$ cat config.mk
export PLATFORM = sky130hd
export DESIGN_NAME = fb_hazard_ctrl
export DESIGN_NICKNAME = d
export VERILOG_FILES = /design/src/rtl/fb_hazard_ctrl.sv
export SDC_FILE = /design/constraint.sdc
export NUM_CORES = 1
export LEC_CHECK = 0
export BUFFER_PORTS_ARGS = -buffer_cell sky130_fd_sc_hd__buf_4
export CAP_MARGIN = 25
export CORE_UTILIZATION = 29
export CTS_CLUSTER_DIAMETER = 120
export DETAILED_ROUTE_END_ITERATION = 6
export PLACE_DENSITY = 0.56
export SKIP_CTS_REPAIR_TIMING = 1
export SYNTH_ARGS = -nofsm -noshare
export SYNTH_HDL_FRONTEND = slang
export SYNTH_SLANG_ARGS = --single-unit
$ cat constraint.sdc
create_clock -name clk_i -period 2.9 [get_ports clk_i]
set_input_delay 0.435 -clock clk_i [delete_from_list [all_inputs] [get_ports clk_i]]
set_output_delay 0.435 -clock clk_i [all_outputs]
set_load 0.02 [all_outputs]
$ cat src/rtl/fb_hazard_ctrl.sv
// Pipeline hazard controller: load-use stalls, taken-branch flushes and a
// multi-cycle-unit freeze with timeout, plus a saturating stall counter.
module fb_hazard_ctrl #(
   parameter int unsigned MC_TIMEOUT = 64,
   parameter int unsigned CNT_W      = 16
) (
   input  logic             clk_i,
   input  logic             rst_n_i,
   input  logic [4:0]       id_rs1_i,
   input  logic [4:0]       id_rs2_i,
   input  logic             id_uses_rs1_i,
   input  logic             id_uses_rs2_i,
   input  logic             ex_mem_read_i,
   input  logic             ex_reg_write_i,
   input  logic [4:0]       ex_rd_i,
   input  logic             ex_branch_taken_i,
   input  logic             ex_mc_op_i,
   input  logic             mc_done_i,
   output logic             pc_we_o,
   output logic             ifid_we_o,
   output logic             ifid_flush_o,
   output logic             idex_we_o,
   output logic             idex_lock_o,
   output logic             mc_start_o,
   output logic             mc_error_o,
   output logic [CNT_W-1:0] stall_count_o
);

   localparam int unsigned WCNT_W = (MC_TIMEOUT < 1) ? 1 : $clog2(MC_TIMEOUT + 1);

   typedef enum logic {
      ST_RUN     = 1'b0,
      ST_MC_WAIT = 1'b1
   } state_t;

   state_t              state_q, state_d;
   logic [WCNT_W-1:0]   wcnt_q, wcnt_d;
   logic                mc_error_q, mc_error_d;
   logic [CNT_W-1:0]    stall_q, stall_d;

   logic load_use;
   logic timeout;
   logic pc_we, ifid_we, ifid_flush, idex_we, idex_lock, mc_start;

   // Write-enable of the EX instruction does not affect hazard decisions.
   logic unused_reg_write;
   assign unused_reg_write = ex_reg_write_i;

   assign load_use = ex_mem_read_i && (ex_rd_i != 5'd0) &&
                     ((id_uses_rs1_i && (id_rs1_i == ex_rd_i)) ||
                      (id_uses_rs2_i && (id_rs2_i == ex_rd_i)));
   assign timeout  = (wcnt_q == WCNT_W'(MC_TIMEOUT));

   always_ff @(posedge clk_i or negedge rst_n_i) begin
      if (!rst_n_i) begin
         state_q    <= ST_RUN;
         wcnt_q     <= '0;
         mc_error_q <= 1'b0;
         stall_q    <= '0;
      end else begin
         state_q    <= state_d;
         wcnt_q     <= wcnt_d;
         mc_error_q <= mc_error_d;
         stall_q    <= stall_d;
      end
   end

   // Next-state and Mealy enables; branch > multi-cycle > load-use in RUN.
   always_comb begin
      state_d    = state_q;
      wcnt_d     = wcnt_q;
      mc_error_d = mc_error_q;
      pc_we      = 1'b1;
      ifid_we    = 1'b1;
      ifid_flush = 1'b0;
      idex_we    = 1'b1;
      idex_lock  = 1'b0;
      mc_start   = 1'b0;

      case (state_q)
         ST_RUN: begin
            wcnt_d = '0;
            if (ex_branch_taken_i) begin
               ifid_flush = 1'b1;
               idex_lock  = 1'b1;
            end else if (ex_mc_op_i) begin
               mc_start = 1'b1;
               pc_we    = 1'b0;
               ifid_we  = 1'b0;
               idex_we  = 1'b0;
               state_d  = ST_MC_WAIT;
            end else if (load_use) begin
               pc_we     = 1'b0;
               ifid_we   = 1'b0;
               idex_lock = 1'b1;
            end
         end
         ST_MC_WAIT: begin
            wcnt_d = wcnt_q + WCNT_W'(1);
            if (mc_done_i) begin
               state_d = ST_RUN;
            end else if (timeout) begin
               state_d    = ST_RUN;
               mc_error_d = 1'b1;
            end else begin
               pc_we   = 1'b0;
               ifid_we = 1'b0;
               idex_we = 1'b0;
            end
         end
         default: state_d = ST_RUN;
      endcase

      // Outputs park in a safe bubble-inserting pattern while reset is held.
      if (!rst_n_i) begin
         pc_we      = 1'b0;
         ifid_we    = 1'b0;
         ifid_flush = 1'b0;
         idex_we    = 1'b0;
         idex_lock  = 1'b1;
         mc_start   = 1'b0;
      end
   end

   // Saturating count of cycles in which the PC is held.
   always_comb begin
      stall_d = stall_q;
      if (!pc_we && (stall_q != '1)) begin
         stall_d = stall_q + CNT_W'(1);
      end
   end

   assign pc_we_o       = pc_we;
   assign ifid_we_o     = ifid_we;
   assign ifid_flush_o  = ifid_flush;
   assign idex_we_o     = idex_we;
   assign idex_lock_o   = idex_lock;
   assign mc_start_o    = mc_start;
   assign mc_error_o    = mc_error_q;
   assign stall_count_o = stall_q;

endmodule

[Yosys cells after proc, flatten, opt, wreduce, memory -nomap -nowiden]
Cells that the tools add are included.
Word-level totals
  ROM bits: 0
  bits in registers: 25
  bits in latches: 0
  memories kept: 0
  RAM bits: 0
  logic and storage cells: 48
Operators by class
  bitwise logic cells: 2
  reductions and logical operators: 9
  mux-type cells: 27
  $add $sub $neg: 2
  multipliers: 0
  div/mod/pow operators: 0
  magnitude comparators: 0
  equality and inequality tests: 4
  shifts and indexed selects: 0
Operators by type and width (count)
  two-way mux 1 bit: 23
  adder 16 x 1 -> 16 bit, second input constant: 1
  != test 16 bit, second input constant: 1
  case mux 7 bit (2 select lines): 1
  equality test 5 bit: 2
  adder 7 x 1 -> 7 bit, second input constant: 1
  equality test 7 bit, second input constant: 1
  case mux 1 bit (2 select lines): 3
  logical AND 1 bit: 5
  nonzero test 5 bit: 1
  AND reduction 3 bit: 1
  NOT 1 bit: 2
  zero test 1 bit: 1
  logical OR 1 bit: 1

[Depth between registers and ports, before layout]
  depth in word-level cells: 11
  mapped depth: 8
  gate-level depth less buffers: 7

[Least setup slack after synthesis]
No wires, ideal clock.
  kind: reg-to-output
  start point: register wcnt_q[3]
  end point: output port pc_we_o
  setup slack: 717 ps
  path buffers: 1
  arrival: 1748 ps
  required time: 2465 ps
  stages on the path, launching flop included: 7
  cells stage by stage: dfrtp_1 nor4_1 a31o_2 and3_1 o21ai_0 inv_1 buf_4
On the way
  longest elaborated chain between the ends: 5
RTL lines
  start: declaration: RTL line 37  | logic [WCNT_W-1:0] wcnt_q, wcnt_d;
  start signal: assignment: RTL line 62  | wcnt_q <= wcnt_d;
  equality test 7 bit: RTL line 52  | assign timeout = (wcnt_q == WCNT_W'(MC_TIMEOUT));
  two-way mux 1 bit (2 in series)
  case mux 1 bit (2 select lines)
  two-way mux 1 bit
  end: declaration: RTL line 19  | output logic pc_we_o,
No other way between the ends.

[Worst setup path after layout]
  start point: register wcnt_q[3]
  end point: output port pc_we_o
On the way
  longest elaborated chain between the ends: 5
RTL lines
  equality test 7 bit: RTL line 52
  two-way mux 1 bit: RTL line 102  | end else if (timeout) begin
  two-way mux 1 bit: RTL line 100  | if (mc_done_i) begin
  case mux 1 bit (2 select lines): RTL line 80  | case (state_q)
  two-way mux 1 bit: RTL line 115  | if (!rst_n_i) begin
No other way between the ends.

==> reports/results.txt <==
outcome - complete, no violations
Setup crit end - pc_we_o
FF-to-FF End - stall_count_o[1]
FP Rows - 25
CP startpoint - wcnt_q[3]
Pre-Repair DR Iteration Count - 4
final hold vios - 0
DRC violations left - 0
Max Cap Viol - 0
CTS sink count - 25
GP Congestion - 0.813
cells after synthesis - 135
top-count cell post-synth - dfrtp_1
worst skew pair latency - 0.27 ns
critical path class - flip-flop to primary output
TNS Setup - 0 ns
Slew headroom - 68.8%
met3 Usage GRT - 2.92%
Post-synth EDFFs - 0
Max clock buf depth - 2
full die area - 5230 um2
CTS tree - yes
Min Hold Slack - 0.0635 ns
share of cells above drive strength 1 - 33.1%
Distinct cells, synth - 38
M2 GR Usage - 20.5%
CTS clock-pin slew for the worst setup and hold paths - 0.09 ns
Avg Cell Area, Syn - 10.6 um2
Crit. End Element - primary output
synthesized area - 1430 um2
worst hold-check path type - input pin to asynchronous set/reset pin
GR Util All Layers - 12.8%
estimated wirelength of the detail-placed design - 2.46 mm
Critical Path AT - 1.97 ns
io pins - 47
Area growth, synth to finish - 31.0%
area occupied by multi-input gates - 766 um2
leak pwr - 0.863 nW
Reg area - 626 um2
wirelength, routed - 3.07 mm
ys async rst share - 100%
Setup Viol. Count Final - 0
synth cell count leaders - dfrtp_1, xnor2_1, xor2_1
number of global-route vias before repair - 1108
sequential element share of the synthesized area - 43.7%
Max VDD drop - 0.275 mV
CP Launch Type - flip-flop
FF-to-FF Start - stall_count_o[0]
Crit Path Max Fanout - 4
main area contributors after synthesis - dfrtp_1, xnor2_1, xor2_1, ha_1, nand4_1
initial antenna violation count - 0
Yosys top cell by area - dfrtp_1
routed len/inst - 12.4 um
pwr dens - 545 nW/um2
global routing usage on met1 - 16.3%
Vias/cell - 4.53
GR Overflow Total - 0
Fin Clk Skew - 0.00540 ns
# fillers - 471
Ant. Diodes - 0
post-synthesis register bit count - 25
syn nets - 162
RSZ-0062 raised after global routing - false
Main synth FF type - dfrtp_1
post-synth top area share - 43.7%
Vias - 1123
YS warnings - 0
grt peak-use layer - met2
H-tree levels - 1
Achievable Freq - 416 MHz
Routed Antenna Nets - 0
worst r2r path cells - 6
CTS Root Cell - clkbuf_8
setup slack, reg-to-reg - 0.87 ns
Initial Util - 30.3%
first-pass GRT wire length - 5.25 mm
minimum clock period - 2.41 ns
slew of the pin with the lowest slew margin - 0.468 ns
total CTS buffers - 3
DR iter-0 viols - 61
Die Height - 72.3 um
Final #Nets - 209
Final Cycle Share - 83.0%
largest net degree at the start of global routing - 31
Chip Width - 72.3 um
port bufs - 45
Core Area - 4720 um2
Final Max Slew Viols - 0
Worst EP required - 2.47 ns
-- critical path, stage by stage (launching register included) --
cell	delay, ns
dfrtp_1	0.43
nor4_1	0.43
a31o_2	0.25
and3_1	0.17
o21ai_0	0.16
inv_1	0.12
buf_4	0.14
-- kinds of logic (layout without fill, tap and decap cells) --
family | count (synthesis) | count (layout) | synth area share (%)
AO/OA/AOI/OAI | 13 | 13 | 7.60
XOR/XNOR | 29 | 29 | 17.7
adder cells (fa/ha/maj) | 3 | 3 | 2.62
buffers and inverters | 8 | 54 | 2.88
flip-flops | 25 | 25 | 43.7
multiplexers | 1 | 1 | 0.786
AND/OR/NAND/NOR | 56 | 56 | 24.7
-- registers in the layout (all words and copies together) (netlist names) --
register and cells:
wcnt_q 7, state_q 1, mc_error_o 1, stall_count_o 16
-- layer usage --
layer / vias up / routed length [um]
li1: 559 / -
met1: 534 / 1380
met2: 20 / 1510
met3: 10 / 79
met4: 0 / 93
met5: - / 0
-- stage by stage --
| step | utilization, % | cell area [um2] | setup slack [ns] | instances | power [W] |
|---|---|---|---|---|---|
| detailed placement | 38.8 | 1830 | 0.577 | 244 | 0.000829 |
| floorplan | - | 1430 | 0.717 | 135 | 0.000679 |
| finish | 39.7 | 1880 | 0.494 | 248 | 0.00102 |
| global route | 39.7 | 1880 | 0.353 | 248 | 0.00109 |
| CTS | 39.7 | 1880 | 0.471 | 248 | 0.00103 |
| global placement | 38.8 | 1830 | 0.612 | 244 | 0.000817 |
-- cell type report --
class                   instances  share of cell area (%)
clock buffers                   4                    2.40
multi-input cells             102                    40.8
inverters                       5                    1.00
repair buffers                 45                    18.0
well taps                      67                    4.47
flip-flops and latches         25                    33.3
-- power breakdown --
part | switching (W) | internal, W | leakage (nW)
logic | 0.000177 | 0.000164 | 0.506
registers | 0.0000752 | 0.000401 | 0.334
clock network | 0.000108 | 0.0000982 | 0.0228
total | 0.000360 | 0.000663 | 0.863
-- worst min path at each step --
| stage | depth (start not counted) | end | from | slack (ns) |
|---|---|---|---|---|
| after floorplan | 0 | mc_error_o | rst_n_i | 0.14 |
| after global placement | 1 | wcnt_q[4] | rst_n_i | 0.37 |
| after detailed placement | 1 | wcnt_q[5] | rst_n_i | 0.38 |
| after CTS | 1 | wcnt_q[5] | rst_n_i | 0.09 |
| after global routing | 1 | stall_count_o[11] | rst_n_i | 0.09 |
| final | 1 | wcnt_q[5] | rst_n_i | 0.06 |
-- placed cells by master, fill, tap and decap left out, drive strengths merged, types with 3 or more instances in the layout --
cell type / count
nand3: 9
nor2b: 4
ha: 3
nand4: 8
nor2: 7
and2: 6
inv: 5
o21ai: 4
clkbuf: 4
xor2: 10
xnor2: 19
nor4: 4
and3: 3
dfrtp: 25
buf: 45
nand2: 8
No activity file was read; power rests on OpenSTA's default activity.
